===== config.mk =====
export PLATFORM = sky130hd
export DESIGN_NAME = hazard_control_unit_flat
export DESIGN_NICKNAME = d
export VERILOG_FILES = /design/src/rtl/hazard_control_unit_if.sv /design/src/rtl/hazard_control_unit.sv /design/src/flat_wrapper.sv
export SDC_FILE = /design/constraint.sdc
export NUM_CORES = 1
export LEC_CHECK = 0
export CORE_MARGIN = 5
export CORE_UTILIZATION = 43
export DETAILED_ROUTE_END_ITERATION = 7
export PLACE_DENSITY = 0.76
export SKIP_CTS_REPAIR_TIMING = 1
export SLEW_MARGIN = 5
export SYNTH_ARGS = -nofsm -noshare
export SYNTH_HDL_FRONTEND = slang
export SYNTH_SLANG_ARGS = --single-unit

===== constraint.sdc =====
create_clock -name clk -period 1.7 [get_ports clk]
set_input_delay 0.17 -clock clk [delete_from_list [all_inputs] [get_ports clk]]
set_output_delay 0.17 -clock clk [all_outputs]
set_load 0.05 [all_outputs]

===== src/rtl/hazard_control_unit_if.sv =====
// Signal bundle between the 5-stage core and its hazard controller.
// master = pipeline side (drives decode/EX fields, consumes controls),
// slave  = hazard controller.
interface hazard_control_unit_if #(
    parameter int CNT_W = 16
);
    // Decode stage
    logic [4:0]       RA1_2;
    logic [4:0]       RA2_2;
    logic [4:0]       WA_2;
    logic             RegWrite2;
    logic             MemRead2;
    logic             use_rs1_2;
    logic             use_rs2_2;
    // Execute stage
    logic [4:0]       RA1_3;
    logic [4:0]       RA2_3;
    logic             ALUsrc1_3;
    logic             ALUsrc2_3;
    logic             MemWrite3;
    logic             jump;
    // Pipeline controls
    logic             stall_if;
    logic             flush_id;
    logic             bubble_ex;
    // Forwarding selects
    logic             forward1_ex;
    logic             z4_z5_logical_1;
    logic             forward2_ex;
    logic             z4_z5_logical_2;
    logic             forward_sw_ex;
    logic             z4_z5_sw_ex;
    // Event counters and FSM state for observation
    logic [CNT_W-1:0] stall_count;
    logic [CNT_W-1:0] flush_count;
    logic [1:0]       fsm_state;

    modport master (
        output RA1_2, RA2_2, WA_2, RegWrite2, MemRead2, use_rs1_2, use_rs2_2,
        output RA1_3, RA2_3, ALUsrc1_3, ALUsrc2_3, MemWrite3, jump,
        input  stall_if, flush_id, bubble_ex,
        input  forward1_ex, z4_z5_logical_1, forward2_ex, z4_z5_logical_2,
        input  forward_sw_ex, z4_z5_sw_ex,
        input  stall_count, flush_count, fsm_state
    );

    modport slave (
        input  RA1_2, RA2_2, WA_2, RegWrite2, MemRead2, use_rs1_2, use_rs2_2,
        input  RA1_3, RA2_3, ALUsrc1_3, ALUsrc2_3, MemWrite3, jump,
        output stall_if, flush_id, bubble_ex,
        output forward1_ex, z4_z5_logical_1, forward2_ex, z4_z5_logical_2,
        output forward_sw_ex, z4_z5_sw_ex,
        output stall_count, flush_count, fsm_state
    );
endinterface


===== src/rtl/hazard_control_unit.sv =====
// Hazard controller for the 5-stage core: shadows destination-register
// state of EX/MEM/WB, drives EX forwarding selects, sequences load-use
// stalls and jump flushes, and counts stall/flush events (saturating).
module hazard_control_unit #(
    parameter int LOAD_STALL_CYCLES = 1,
    parameter int CNT_W             = 16
) (
    input logic clk,
    input logic rst,
    hazard_control_unit_if.slave hif
);
    localparam logic [1:0] RUN   = 2'd0;
    localparam logic [1:0] STALL = 2'd1;
    localparam logic [1:0] FLUSH = 2'd2;

    // Bubbles still owed after the first stall cycle spent in RUN.
    localparam logic [1:0] RELOAD = 2'(LOAD_STALL_CYCLES - 1);

    typedef struct packed {
        logic       valid;
        logic [4:0] wa;
        logic       regwrite;
        logic       memread;
    } slot_t;

    slot_t            ex_q, mem_q, wb_q;
    logic [1:0]       state_q, state_d;
    logic [1:0]       left_q, left_d;
    logic [CNT_W-1:0] stall_cnt_q, flush_cnt_q;

    logic hz;
    logic stall_if, flush_id, bubble_ex;
    logic stall_inc, flush_inc;
    logic [1:0] fwd1, fwd2, fwd_sw;

    // A slot supplies src when it writes a nonzero register equal to src.
    // In MEM a load has no data yet, so block_load excludes it there.
    function automatic logic supplies(slot_t s, logic [4:0] src, logic block_load);
        return s.valid & s.regwrite & ~(block_load & s.memread) &
               (s.wa != 5'd0) & (s.wa == src);
    endfunction

    // {forward, select}: MEM (Z4, select 0) beats WB (Z5, select 1).
    function automatic logic [1:0] fwd_sel(slot_t m, slot_t w, logic [4:0] src, logic en);
        if (!en)                         return 2'b00;
        else if (supplies(m, src, 1'b1)) return 2'b10;
        else if (supplies(w, src, 1'b0)) return 2'b11;
        else                             return 2'b00;
    endfunction

    // Load in EX whose destination is read by the instruction in decode.
    always_comb begin
        hz = ex_q.valid & ex_q.memread & (ex_q.wa != 5'd0) &
             ((hif.use_rs1_2 & (hif.RA1_2 == ex_q.wa)) |
              (hif.use_rs2_2 & (hif.RA2_2 == ex_q.wa)));
    end

    // Stall/flush sequencing; a jump outranks a coincident load-use hazard.
    always_comb begin
        state_d   = state_q;
        left_d    = left_q;
        stall_if  = 1'b0;
        flush_id  = 1'b0;
        bubble_ex = 1'b0;
        stall_inc = 1'b0;
        flush_inc = 1'b0;
        case (state_q)
            RUN: begin
                if (hif.jump) begin
                    flush_id  = 1'b1;
                    bubble_ex = 1'b1;
                    flush_inc = 1'b1;
                    state_d   = FLUSH;
                end else if (hz) begin
                    stall_if  = 1'b1;
                    bubble_ex = 1'b1;
                    stall_inc = 1'b1;
                    left_d    = RELOAD;
                    if (LOAD_STALL_CYCLES > 1) state_d = STALL;
                end
            end
            STALL: begin
                stall_if  = 1'b1;
                bubble_ex = 1'b1;
                stall_inc = 1'b1;
                left_d    = left_q - 2'd1;
                if (left_d == 2'd0) state_d = RUN;
            end
            FLUSH: begin
                // Gives the redirected fetch one cycle to land in IF/ID.
                state_d = RUN;
            end
            default: state_d = RUN;
        endcase
    end

    // Forwarding selects for the instruction currently in EX.
    always_comb begin
        fwd1   = fwd_sel(mem_q, wb_q, hif.RA1_3, hif.ALUsrc1_3);
        fwd2   = fwd_sel(mem_q, wb_q, hif.RA2_3, hif.ALUsrc2_3);
        fwd_sw = fwd_sel(mem_q, wb_q, hif.RA2_3, hif.MemWrite3);
    end

    // Shadow pipeline advances every cycle; a bubble enters EX as invalid.
    always_ff @(posedge clk or posedge rst) begin
        if (rst) begin
            ex_q  <= '0;
            mem_q <= '0;
            wb_q  <= '0;
        end else begin
            wb_q  <= mem_q;
            mem_q <= ex_q;
            ex_q  <= bubble_ex ? '0 : {1'b1, hif.WA_2, hif.RegWrite2, hif.MemRead2};
        end
    end

    // FSM state and remaining-bubble counter.
    always_ff @(posedge clk or posedge rst) begin
        if (rst) begin
            state_q <= RUN;
            left_q  <= 2'd0;
        end else begin
            state_q <= state_d;
            left_q  <= left_d;
        end
    end

    // Event counters stick at all-ones instead of wrapping.
    always_ff @(posedge clk or posedge rst) begin
        if (rst) begin
            stall_cnt_q <= '0;
            flush_cnt_q <= '0;
        end else begin
            if (stall_inc && (stall_cnt_q != '1)) stall_cnt_q <= stall_cnt_q + CNT_W'(1);
            if (flush_inc && (flush_cnt_q != '1)) flush_cnt_q <= flush_cnt_q + CNT_W'(1);
        end
    end

    assign hif.stall_if        = stall_if;
    assign hif.flush_id        = flush_id;
    assign hif.bubble_ex       = bubble_ex;
    assign hif.forward1_ex     = fwd1[1];
    assign hif.z4_z5_logical_1 = fwd1[0];
    assign hif.forward2_ex     = fwd2[1];
    assign hif.z4_z5_logical_2 = fwd2[0];
    assign hif.forward_sw_ex   = fwd_sw[1];
    assign hif.z4_z5_sw_ex     = fwd_sw[0];
    assign hif.stall_count     = stall_cnt_q;
    assign hif.flush_count     = flush_cnt_q;
    assign hif.fsm_state       = state_q;
endmodule


===== src/flat_wrapper.sv =====
// flat-port wrapper written by rule: the top's interface ports become plain ports
module hazard_control_unit_flat 
#(
    parameter int LOAD_STALL_CYCLES = 1,
    parameter int CNT_W             = 16
)
  (clk, rst, hif_RA1_2, hif_RA2_2, hif_WA_2, hif_RegWrite2, hif_MemRead2, hif_use_rs1_2, hif_use_rs2_2, hif_RA1_3, hif_RA2_3, hif_ALUsrc1_3, hif_ALUsrc2_3, hif_MemWrite3, hif_jump, hif_stall_if, hif_flush_id, hif_bubble_ex, hif_forward1_ex, hif_z4_z5_logical_1, hif_forward2_ex, hif_z4_z5_logical_2, hif_forward_sw_ex, hif_z4_z5_sw_ex, hif_stall_count, hif_flush_count, hif_fsm_state);
  hazard_control_unit_if #(.CNT_W(CNT_W)) hif_i ();
  input logic clk;
  input logic rst;
  input wire logic [$bits(hif_i.RA1_2)-1:0] hif_RA1_2;
  input wire logic [$bits(hif_i.RA2_2)-1:0] hif_RA2_2;
  input wire logic [$bits(hif_i.WA_2)-1:0] hif_WA_2;
  input wire logic [$bits(hif_i.RegWrite2)-1:0] hif_RegWrite2;
  input wire logic [$bits(hif_i.MemRead2)-1:0] hif_MemRead2;
  input wire logic [$bits(hif_i.use_rs1_2)-1:0] hif_use_rs1_2;
  input wire logic [$bits(hif_i.use_rs2_2)-1:0] hif_use_rs2_2;
  input wire logic [$bits(hif_i.RA1_3)-1:0] hif_RA1_3;
  input wire logic [$bits(hif_i.RA2_3)-1:0] hif_RA2_3;
  input wire logic [$bits(hif_i.ALUsrc1_3)-1:0] hif_ALUsrc1_3;
  input wire logic [$bits(hif_i.ALUsrc2_3)-1:0] hif_ALUsrc2_3;
  input wire logic [$bits(hif_i.MemWrite3)-1:0] hif_MemWrite3;
  input wire logic [$bits(hif_i.jump)-1:0] hif_jump;
  output wire logic [$bits(hif_i.stall_if)-1:0] hif_stall_if;
  output wire logic [$bits(hif_i.flush_id)-1:0] hif_flush_id;
  output wire logic [$bits(hif_i.bubble_ex)-1:0] hif_bubble_ex;
  output wire logic [$bits(hif_i.forward1_ex)-1:0] hif_forward1_ex;
  output wire logic [$bits(hif_i.z4_z5_logical_1)-1:0] hif_z4_z5_logical_1;
  output wire logic [$bits(hif_i.forward2_ex)-1:0] hif_forward2_ex;
  output wire logic [$bits(hif_i.z4_z5_logical_2)-1:0] hif_z4_z5_logical_2;
  output wire logic [$bits(hif_i.forward_sw_ex)-1:0] hif_forward_sw_ex;
  output wire logic [$bits(hif_i.z4_z5_sw_ex)-1:0] hif_z4_z5_sw_ex;
  output wire logic [$bits(hif_i.stall_count)-1:0] hif_stall_count;
  output wire logic [$bits(hif_i.flush_count)-1:0] hif_flush_count;
  output wire logic [$bits(hif_i.fsm_state)-1:0] hif_fsm_state;
  assign hif_i.RA1_2 = hif_RA1_2;
  assign hif_i.RA2_2 = hif_RA2_2;
  assign hif_i.WA_2 = hif_WA_2;
  assign hif_i.RegWrite2 = hif_RegWrite2;
  assign hif_i.MemRead2 = hif_MemRead2;
  assign hif_i.use_rs1_2 = hif_use_rs1_2;
  assign hif_i.use_rs2_2 = hif_use_rs2_2;
  assign hif_i.RA1_3 = hif_RA1_3;
  assign hif_i.RA2_3 = hif_RA2_3;
  assign hif_i.ALUsrc1_3 = hif_ALUsrc1_3;
  assign hif_i.ALUsrc2_3 = hif_ALUsrc2_3;
  assign hif_i.MemWrite3 = hif_MemWrite3;
  assign hif_i.jump = hif_jump;
  assign hif_stall_if = hif_i.stall_if;
  assign hif_flush_id = hif_i.flush_id;
  assign hif_bubble_ex = hif_i.bubble_ex;
  assign hif_forward1_ex = hif_i.forward1_ex;
  assign hif_z4_z5_logical_1 = hif_i.z4_z5_logical_1;
  assign hif_forward2_ex = hif_i.forward2_ex;
  assign hif_z4_z5_logical_2 = hif_i.z4_z5_logical_2;
  assign hif_forward_sw_ex = hif_i.forward_sw_ex;
  assign hif_z4_z5_sw_ex = hif_i.z4_z5_sw_ex;
  assign hif_stall_count = hif_i.stall_count;
  assign hif_flush_count = hif_i.flush_count;
  assign hif_fsm_state = hif_i.fsm_state;
  hazard_control_unit #(.LOAD_STALL_CYCLES(LOAD_STALL_CYCLES), .CNT_W(CNT_W)) u_core (.clk(clk), .rst(rst), .hif(hif_i));
endmodule

# Word-level counts from Yosys, hierarchy flattened
# Cells that the tools add are included.
[totals] register_bits=59 in_bits=35 out_inout_bits=43 word_cells=78
[classes] n_reduce_logical=10 n_bitwise=16 muxes=21 eq_ne=13 add_sub_neg=3
[ops] cell="16-bit by 1-bit adder with 16-bit output, second input constant" count=2
[ops] cell="16-bit != test, second input constant" count=2
[ops] cell="5-bit equality test" count=6
[ops] cell="2-bit 2-to-1 mux" count=11
[ops] cell="5-bit nonzero test" count=3
[ops] cell="1-bit AND" count=14
[ops] cell="8-bit 2-to-1 mux" count=1
[ops] cell="2-bit one-hot mux with 2 select lines" count=2
[ops] cell="1-bit 2-to-1 mux" count=5
[ops] cell="2-bit zero test" count=2
[ops] cell="2-bit by 1-bit != test with 1-bit output, second input constant" count=2
[ops] cell="2-bit != test, second input constant" count=2
[ops] cell="1-bit one-hot mux with 2 select lines" count=2
[ops] cell="3-bit AND reduction" count=1
[ops] cell="2-bit by 1-bit equality test with 1-bit output, second input constant" count=1
[ops] cell="1-bit logical AND" count=2
[ops] cell="2-bit AND reduction" count=1
[ops] cell="2-bit nonzero test" count=1
[ops] cell="2-bit by 1-bit subtractor with 2-bit output, second input constant" count=1
[ops] cell="1-bit inverter" count=1
[ops] cell="1-bit bitwise OR" count=1

# Longest topological paths before layout
# Gate-level depths: netlist of run 1.
[depth] word_depth=8 mapped_depth=7 depth_no_buf=6

# Least setup slack after synthesis of run 1
# Ideal clock, no wire load.
[synth_timing] kind="register -> output" start="reg u_core.mem_q[2] (netlist bit)" end="out hif_z4_z5_logical_1" path_stages_with_launch=5 path_slack_ps=-1232 t_required_ps=1530 t_arrival_ps=2762 path_cell_list="dfrtp_1 > or4_1 > o2111ai_1 > nor4_1 > nor4_1"
[synth_via] elab_chain_cells=5 elab_cells_between_ends=6 cone_classes="eq/ne (1); mux (2); bitwise (2); reduce/logical (1)"
[synth_lines] item="start: declaration" line_no="hazard_control_unit.sv:26" rtl="slot_t ex_q, mem_q, wb_q;"
[synth_lines] item="start signal: assignment" line_no="hazard_control_unit.sv:112" rtl="mem_q <= ex_q;"
[synth_lines] item="5-bit nonzero test" line_no="hazard_control_unit.sv:40" rtl="(s.wa != 5'd0) & (s.wa == src);"
[synth_lines] item="1-bit AND" line_no="hazard_control_unit.sv:39" rtl="return s.valid & s.regwrite & ~(block_load & s.memread) &"
[synth_lines] item="1-bit AND (*)" line_no="hazard_control_unit.sv:40"
[synth_lines] item="2-bit 2-to-1 mux (*)" line_no="hazard_control_unit.sv:46" rtl="else if (supplies(m, src, 1'b1)) return 2'b10;"
[synth_lines] item="2-bit 2-to-1 mux (*)" line_no="hazard_control_unit.sv:45" rtl="if (!en) return 2'b00;"
[synth_lines] item="end: declaration" line_no="flat_wrapper.sv:28" rtl="output wire logic [$bits(hif_i.z4_z5_logical_1)-1:0] hif_z4_z5_logical_1;"
# Every way passes the cells marked *; elsewhere a longest branch is shown, timed or not.

# Final worst setup path of run 1
# Ends and elaborated chain as after synthesis.

==> reports/qor.yml, run 1 <==
run_status:
  status: "finished, violations left"
  violations: "setup timing"
grt:
  grt_pass1_vias: 2444
  grt_usage_pct: 17.5
  antenna_found_initial: 0
  grt_pass1_wl_mm: 10.8
  overflow: 0
  grt_max_degree: 57
drt:
  route.vias.total: 2372
  ant_nets: 0
  firstDrtPassIters: 4
  wl_per_cell_um: 15.1
  routed_via_density: 4.98
  drc: 0
  wl_mm: 7.17
  drtIter0Drc: 85
layout:
  final_common_cell: "buf_4"
  mostFrequentLayoutCells: "buf_4 (91), xnor2_1 (39), clkdlybuf4s50_1 (34)"
  final_util_pct: 77.5
  areaGrowthSynthToFinish_pct: 73.0
  final_cell_area_um2: 4640
  diodes: 0
  layout.nets: 437
  drive_gt1_share_pct: 53.1
  final_cells: 476
floorplan:
  initial_core_util_pct: 44.8
  dieWidth_um: 89.0
  coreArea_um2: 5990
  die_area_um2: 7920
  ios: 78
  rows: 28
  die_height_um: 89.0
sta:
  relSlewSlack_pct: 66.7
  clock.fmax_ghz: 0.445
  hold_viol: 0
  finalSetupViolations: 33
  period_share_pct: 132
  drv_slew: 0
  period_minus_slack_ns: 2.25
  tightest_slew_ns: 0.499
  clock_skew_ns: 0.0115
  rsz0062_at_grt: "yes"
  worst_slack_ns: -0.547
  tns_ns: -7.21
worst_setup_path:
  crit_chain: "or4_4 -> o2111ai_4 -> nor4_2 -> nor4_4 -> buf_12"
  crit_buf_inv: 1
  worstSetupStartpointType: "flop"
  crit_family: "simple AND/OR/NAND/NOR gates"
  crit_path_end_kind: "primary output"
  cp.required_ns: 1.53
  cp_slowest_cell: "or4_4"
  crit_arrival_ns: 2.08
  max_stage_delay_ns: 0.57
  critPathMaxFanout: 2
  path_class: "flop to primary output"
clocking:
  root_buffer: "clkbuf_8"
  cts_buffers: 5
  clk_latency_ns: 0.30
  clk_pin_slew_ns: 0.09
  cts_max_level: 2
  cts_tree: "built"
  cts.sinks: 56
  clockBufferDepth: 2
power:
  leakage_nw: 2.06
  ir_worst_vdd_mv: 1.46
  total_power_w: 0.00375
  power.density_nw_per_um2: 807
placed_design:
  placed_cell_area_um2: 4230
  port_buffers: 76
  place.gp.congestion: 0.841
  hpwlAfterDp_mm: 5.13
  dp.cells: 455
worst_hold_path:
  hold_class: "input port to asynchronous set/reset pin"
yosys:
  postSynthCellCount: 245
  avgSynthCellArea_um2: 11.0
  ys_seq_area_share_pct: 52.2
  synth.distinct_cells: 38
  yosys_register_bits: 56
  syn_area_um2: 2690
  syn_nets: 282
  ys_warn_count: 0
run:
  maxCapViolCount: 0
[per-stage QoR]
stage | hold slack, ns | worst slack, ns
6_report | 0.235 | -0.547
5_1_grt | 0.271 | -0.618
4_1_cts | 0.245 | -0.621
3_5_place_dp | 0.340 | -0.407
3_3_place_gp | 0.337 | -0.342
2_1_floorplan | 0.323 | -0.304
[report_power, final]
group / switching (W) / internal, W
Clock: 0.000410 / 0.000332
Sequential: 0.000121 / 0.00148
Combinational: 0.000756 / 0.000651
[per-layer routing]
metal  part of all wire [%]  track usage, %  vias up
met2                     51            29.9       64
met1                     42            22.6     1141
met5                      0               0        -
met3                    5.8            3.50       10
li1                       -               -     1157
met4                    1.1            5.01        0
[path summary, 6_finish.rpt]
| path | startpoint | endpoint | slack (ns) | cells past startpoint |
|---|---|---|---|---|
| worst max-delay path | u_core.mem_q[2] | hif_z4_z5_logical_1 | -0.55 | 5 |
| worst min-delay path | rst | u_core.hif.flush_count[14] | 0.24 | 3 |
| worst max register to register | u_core.ex_q[6] | u_core.hif.stall_count[8] | -0.36 | 11 |
| worst min register to register | u_core.ex_q[1] | u_core.mem_q[1] | 0.36 | 0 |
| max in group asynchronous | rst | u_core.hif.flush_count[1] | 1.20 | 3 |
| min in group clk | u_core.ex_q[1] | u_core.mem_q[1] | 0.36 | 0 |
[synth_stat cells]
library cell  count  area share, %
dfrtp_1          56             52
xnor2_1          45             15
nand4_1          19            4.4
nand2_1          14            2.0
nor2_1           14            2.0
xor2_1           14            4.6
and3_1           13            3.0
nand3_1          11            2.1
inv_1             8            1.1
nor4_1            5            1.2
nor2b_1           4           0.93
nor3_1            4           0.75
or4_1             4            1.1
and2_1            3           0.70
clkbuf_1          3           0.42
a21oi_1           2           0.37
ha_1              2           0.93
mux2_2            2           0.84
nand3b_1          2           0.56
nor2_2            2           0.47
and4_1            1           0.33
buf_4             1           0.28
conb_1            1           0.14
nand2b_1          1           0.23
nand3_2           1           0.37
nor4bb_1          1           0.37
o2111ai_1         1           0.33
o211a_1           1           0.37
o211ai_1          1           0.28
o21ai_1           1           0.19
o21ai_2           1           0.33
o22ai_2           1           0.47
o31ai_1           1           0.28
or2_2             1           0.23
or3_1             1           0.23
or3_4             1           0.42
or4_4             1           0.42
or4b_4            1           0.51
[worst reg2reg max path, stage by stage (launching register included)]
cell and delay [ns]:
dfrtp_1 0.41, buf_6 0.14, xnor2_2 0.13, nand4_1 0.16, o22ai_4 0.35, buf_6 0.15, buf_6 0.08, buf_6 0.08
buf_6 0.08, buf_6 0.11, nand4_1 0.12, xnor2_1 0.15
[kinds of logic (layout without fill, tap and decap cells)]
family	Yosys count	after routing	synth area share (%)
xor gates and xnor gates	59	59	19.2
AOI/OAI and AO/OA	9	9	2.61
adders and majority gates	2	2	0.932
other	1	1	0.140
muxes	2	2	0.839
buffers and inverters	12	168	1.82
and+or+nand+nor	104	104	22.2
DFF	56	56	52.2
[final cells by class]
type | instances | area [um^2]
multi-input cells | 177 | 1560
clock inverters | 1 | 7.51
repair buffers | 152 | 1430
clock buffers | 7 | 86.3
flip-flops and latches | 56 | 1440
fillers | 376 | 1350
well taps | 75 | 93.8
inverters | 8 | 33.8
[flip-flops by register name (all words and copies together) (netlist names)]
name and cells:
u_core.hif.flush_count 16, u_core.mem_q 8, u_core.wb_q 7, u_core.ex_q 8
u_core.hif.fsm_state 1, u_core.hif.stall_count 16
Power figures use the tool's default switching activity.
==> run 2: changes to the inputs <==
SETUP_SLACK_MARGIN = 0.02   (was unset)
==> run 2 against run 1 <==
  * The flow still finishes with violations (setup timing)
  * Setup slack got worse by 0.056 ns
  * Fmax decreased by 2.4%
  * Die area unchanged
  * Final cell count increased by 0.21%
  * Critical path type unchanged
  * Critical endpoint is now hif_forward_sw_ex
==> reports/qor.yml, run 2 (synthesis results as in run 1) <==
grt:
  grt_pass1_vias: 2349  # was 2,444
  grt_pass1_wl_mm: 10.9  # was 10.8 mm
  grt_usage_pct: 17.8  # was 17.5%
  antenna_found_initial: 0  # unchanged
  overflow: 0  # unchanged
  grt_max_degree: 29  # was 57
clocking:
  cts_buffers: 5  # unchanged
  cts_tree: "built"  # unchanged
  clockBufferDepth: 2  # unchanged
  cts_max_level: 2  # unchanged
  clk_pin_slew_ns: 0.10  # was 0.09 ns
  cts.sinks: 56  # unchanged
  root_buffer: "clkbuf_8"  # unchanged
  clk_latency_ns: 0.31  # was 0.30 ns
worst_setup_path:
  crit_path_end_kind: "primary output"  # unchanged
  r2r_setup_slack_ns: -0.35  # was -0.36 ns
  cp.required_ns: 1.53  # about the same
  rr_startpoint: "u_core.ex_q[6]"  # unchanged
  worstSetupStartpointType: "flop"  # unchanged
  rr_endpoint: "u_core.ex_q[6]"  # was u_core.hif.stall_count[8]
  crit_arrival_ns: 2.13  # was 2.08 ns
  critPathMaxFanout: 2  # unchanged
  crit_path_start: "u_core.wb_q[6]"  # was u_core.mem_q[2]
  path_class: "flop to primary output"  # unchanged
  worstRegToRegCells: 9  # was 11
placed_design:
  hpwlAfterDp_mm: 5.46  # was 5.13 mm
  port_buffers: 76  # unchanged
  dp.cells: 451  # was 455
  place.gp.congestion: 0.825  # was 0.841
floorplan:
  dieWidth_um: 89.0  # unchanged
  die_area_um2: 7920  # unchanged
  die_height_um: 89.0  # unchanged
  coreArea_um2: 5990  # unchanged
  ios: 78  # unchanged
  rows: 28  # unchanged
  initial_core_util_pct: 44.8  # unchanged
drt:
  route.vias.total: 2421  # was 2,372
  firstDrtPassIters: 4  # unchanged
  ant_nets: 0  # unchanged
  wl_mm: 7.58  # was 7.17 mm
  wl_met2_mm: 3.94  # was 3.64 mm
  wl_met1_mm: 3.12  # was 3.03 mm
  drc: 0  # unchanged
  wl_per_cell_um: 15.9  # was 15.1 um
  routed.top_layer: "met4"  # unchanged
  drtIter0Drc: 59  # was 85
  routed_via_density: 5.08  # was 4.98
  wl_met3_um: 408  # was 419 um
worst_hold_path:
  hold_class: "input port to asynchronous set/reset pin"  # unchanged
power:
  power.density_nw_per_um2: 800  # was 807 nW/um^2
  ir_worst_vdd_mv: 0.987  # was 1.46 mV
  leakage_nw: 2.08  # was 2.06 nW
run_status:
  violations: "setup timing"  # unchanged
  status: "finished, violations left"  # unchanged
sta:
  finalSetupViolations: 32  # was 33
  period_share_pct: 135  # was 132%
  rsz0062_at_grt: "yes"  # unchanged
  period_minus_slack_ns: 2.30  # was 2.25 ns
  drv_slew: 0  # unchanged
  hold_viol: 0  # unchanged
  clock.fmax_ghz: 0.434  # was 0.445 GHz
  worst_slack_ns: -0.603  # was -0.547 ns
  clock_skew_ns: 0.0101  # was 0.0115 ns
layout:
  final_cells: 477  # was 476
  final_common_cell: "buf_4"  # unchanged
  final_util_pct: 78.4  # was 77.5%
  diodes: 0  # unchanged
  mostFrequentLayoutCells: "buf_4 (92), xnor2_1 (38), clkdlybuf4s50_1 (33)"  # was buf_4 (91), xnor2_1 (39), clkdlybuf4s50_1 (34)
  fill_cells: 377  # was 376
  layout.nets: 438  # was 437
  areaGrowthSynthToFinish_pct: 74.9  # was 73.0%
  drive_gt1_share_pct: 54.0  # was 53.1%
run:
  maxCapViolCount: 0  # unchanged
==> run 2: layout make-up <==
type	instances	area, um^2	share of cell area [%]
Timing Repair Buffer	153	1430	30.4
Clock inverter	1	8.76	0.186
Inverter	8	33.8	0.719
Sequential cell	56	1440	30.7
Clock buffer	7	76.3	1.62
Multi-Input combinational cell	177	1620	34.4
Tap cell	75	93.8	2.00
==> run 2: worst max-delay path, cell delays in order, from the launching register on <==
cell and delay [ns]:
dfrtp_1 0.41, or4_4 0.53, o211ai_1 0.29, or4_4 0.21, nor2b_4 0.19, nor2b_4 0.06
buf_12 0.14
==> run 2: per-stage QoR <==
step	area, um^2	hold slack [ns]	worst slack, ns	setup TNS, ns	total power, W
6_report	4700	0.180	-0.603	-9.89	0.00376
5_1_grt	4700	0.206	-0.655	-13.03	0.00393
4_1_cts	4330	0.198	-0.592	-6.01	0.00365
3_5_place_dp	4240	0.362	-0.484	-7.78	0.00294
2_1_floorplan	2950	0.323	-0.304	-3.68	0.00236
3_3_place_gp	4240	0.337	-0.335	-6.17	0.00291
==> run 2: routing by layer <==
layer | up-vias | global-route usage, %
met3 | 9 | 4.06
met5 | - | 0
met4 | 0 | 3.65
li1 | 1159 | -
met1 | 1188 | 22.7
met2 | 65 | 31.2
==> run 2: power breakdown <==
part / switching [W] / total (W) / internal [W]
registers: 0.000115 / 0.00159 / 0.00148
logic: 0.000773 / 0.00144 / 0.000670
clock network: 0.000428 / 0.000724 / 0.000296
total: 0.00132 / 0.00376 / 0.00244
==> run 2: worst max path at each step <==
stage	cells past startpoint	endpoint
floorplan	4	hif_z4_z5_logical_1
global placement	7	hif_forward2_ex
CTS	6	hif_forward_sw_ex
finish	6	hif_forward_sw_ex
global route	6	hif_forward2_ex
detailed placement	8	hif_z4_z5_sw_ex
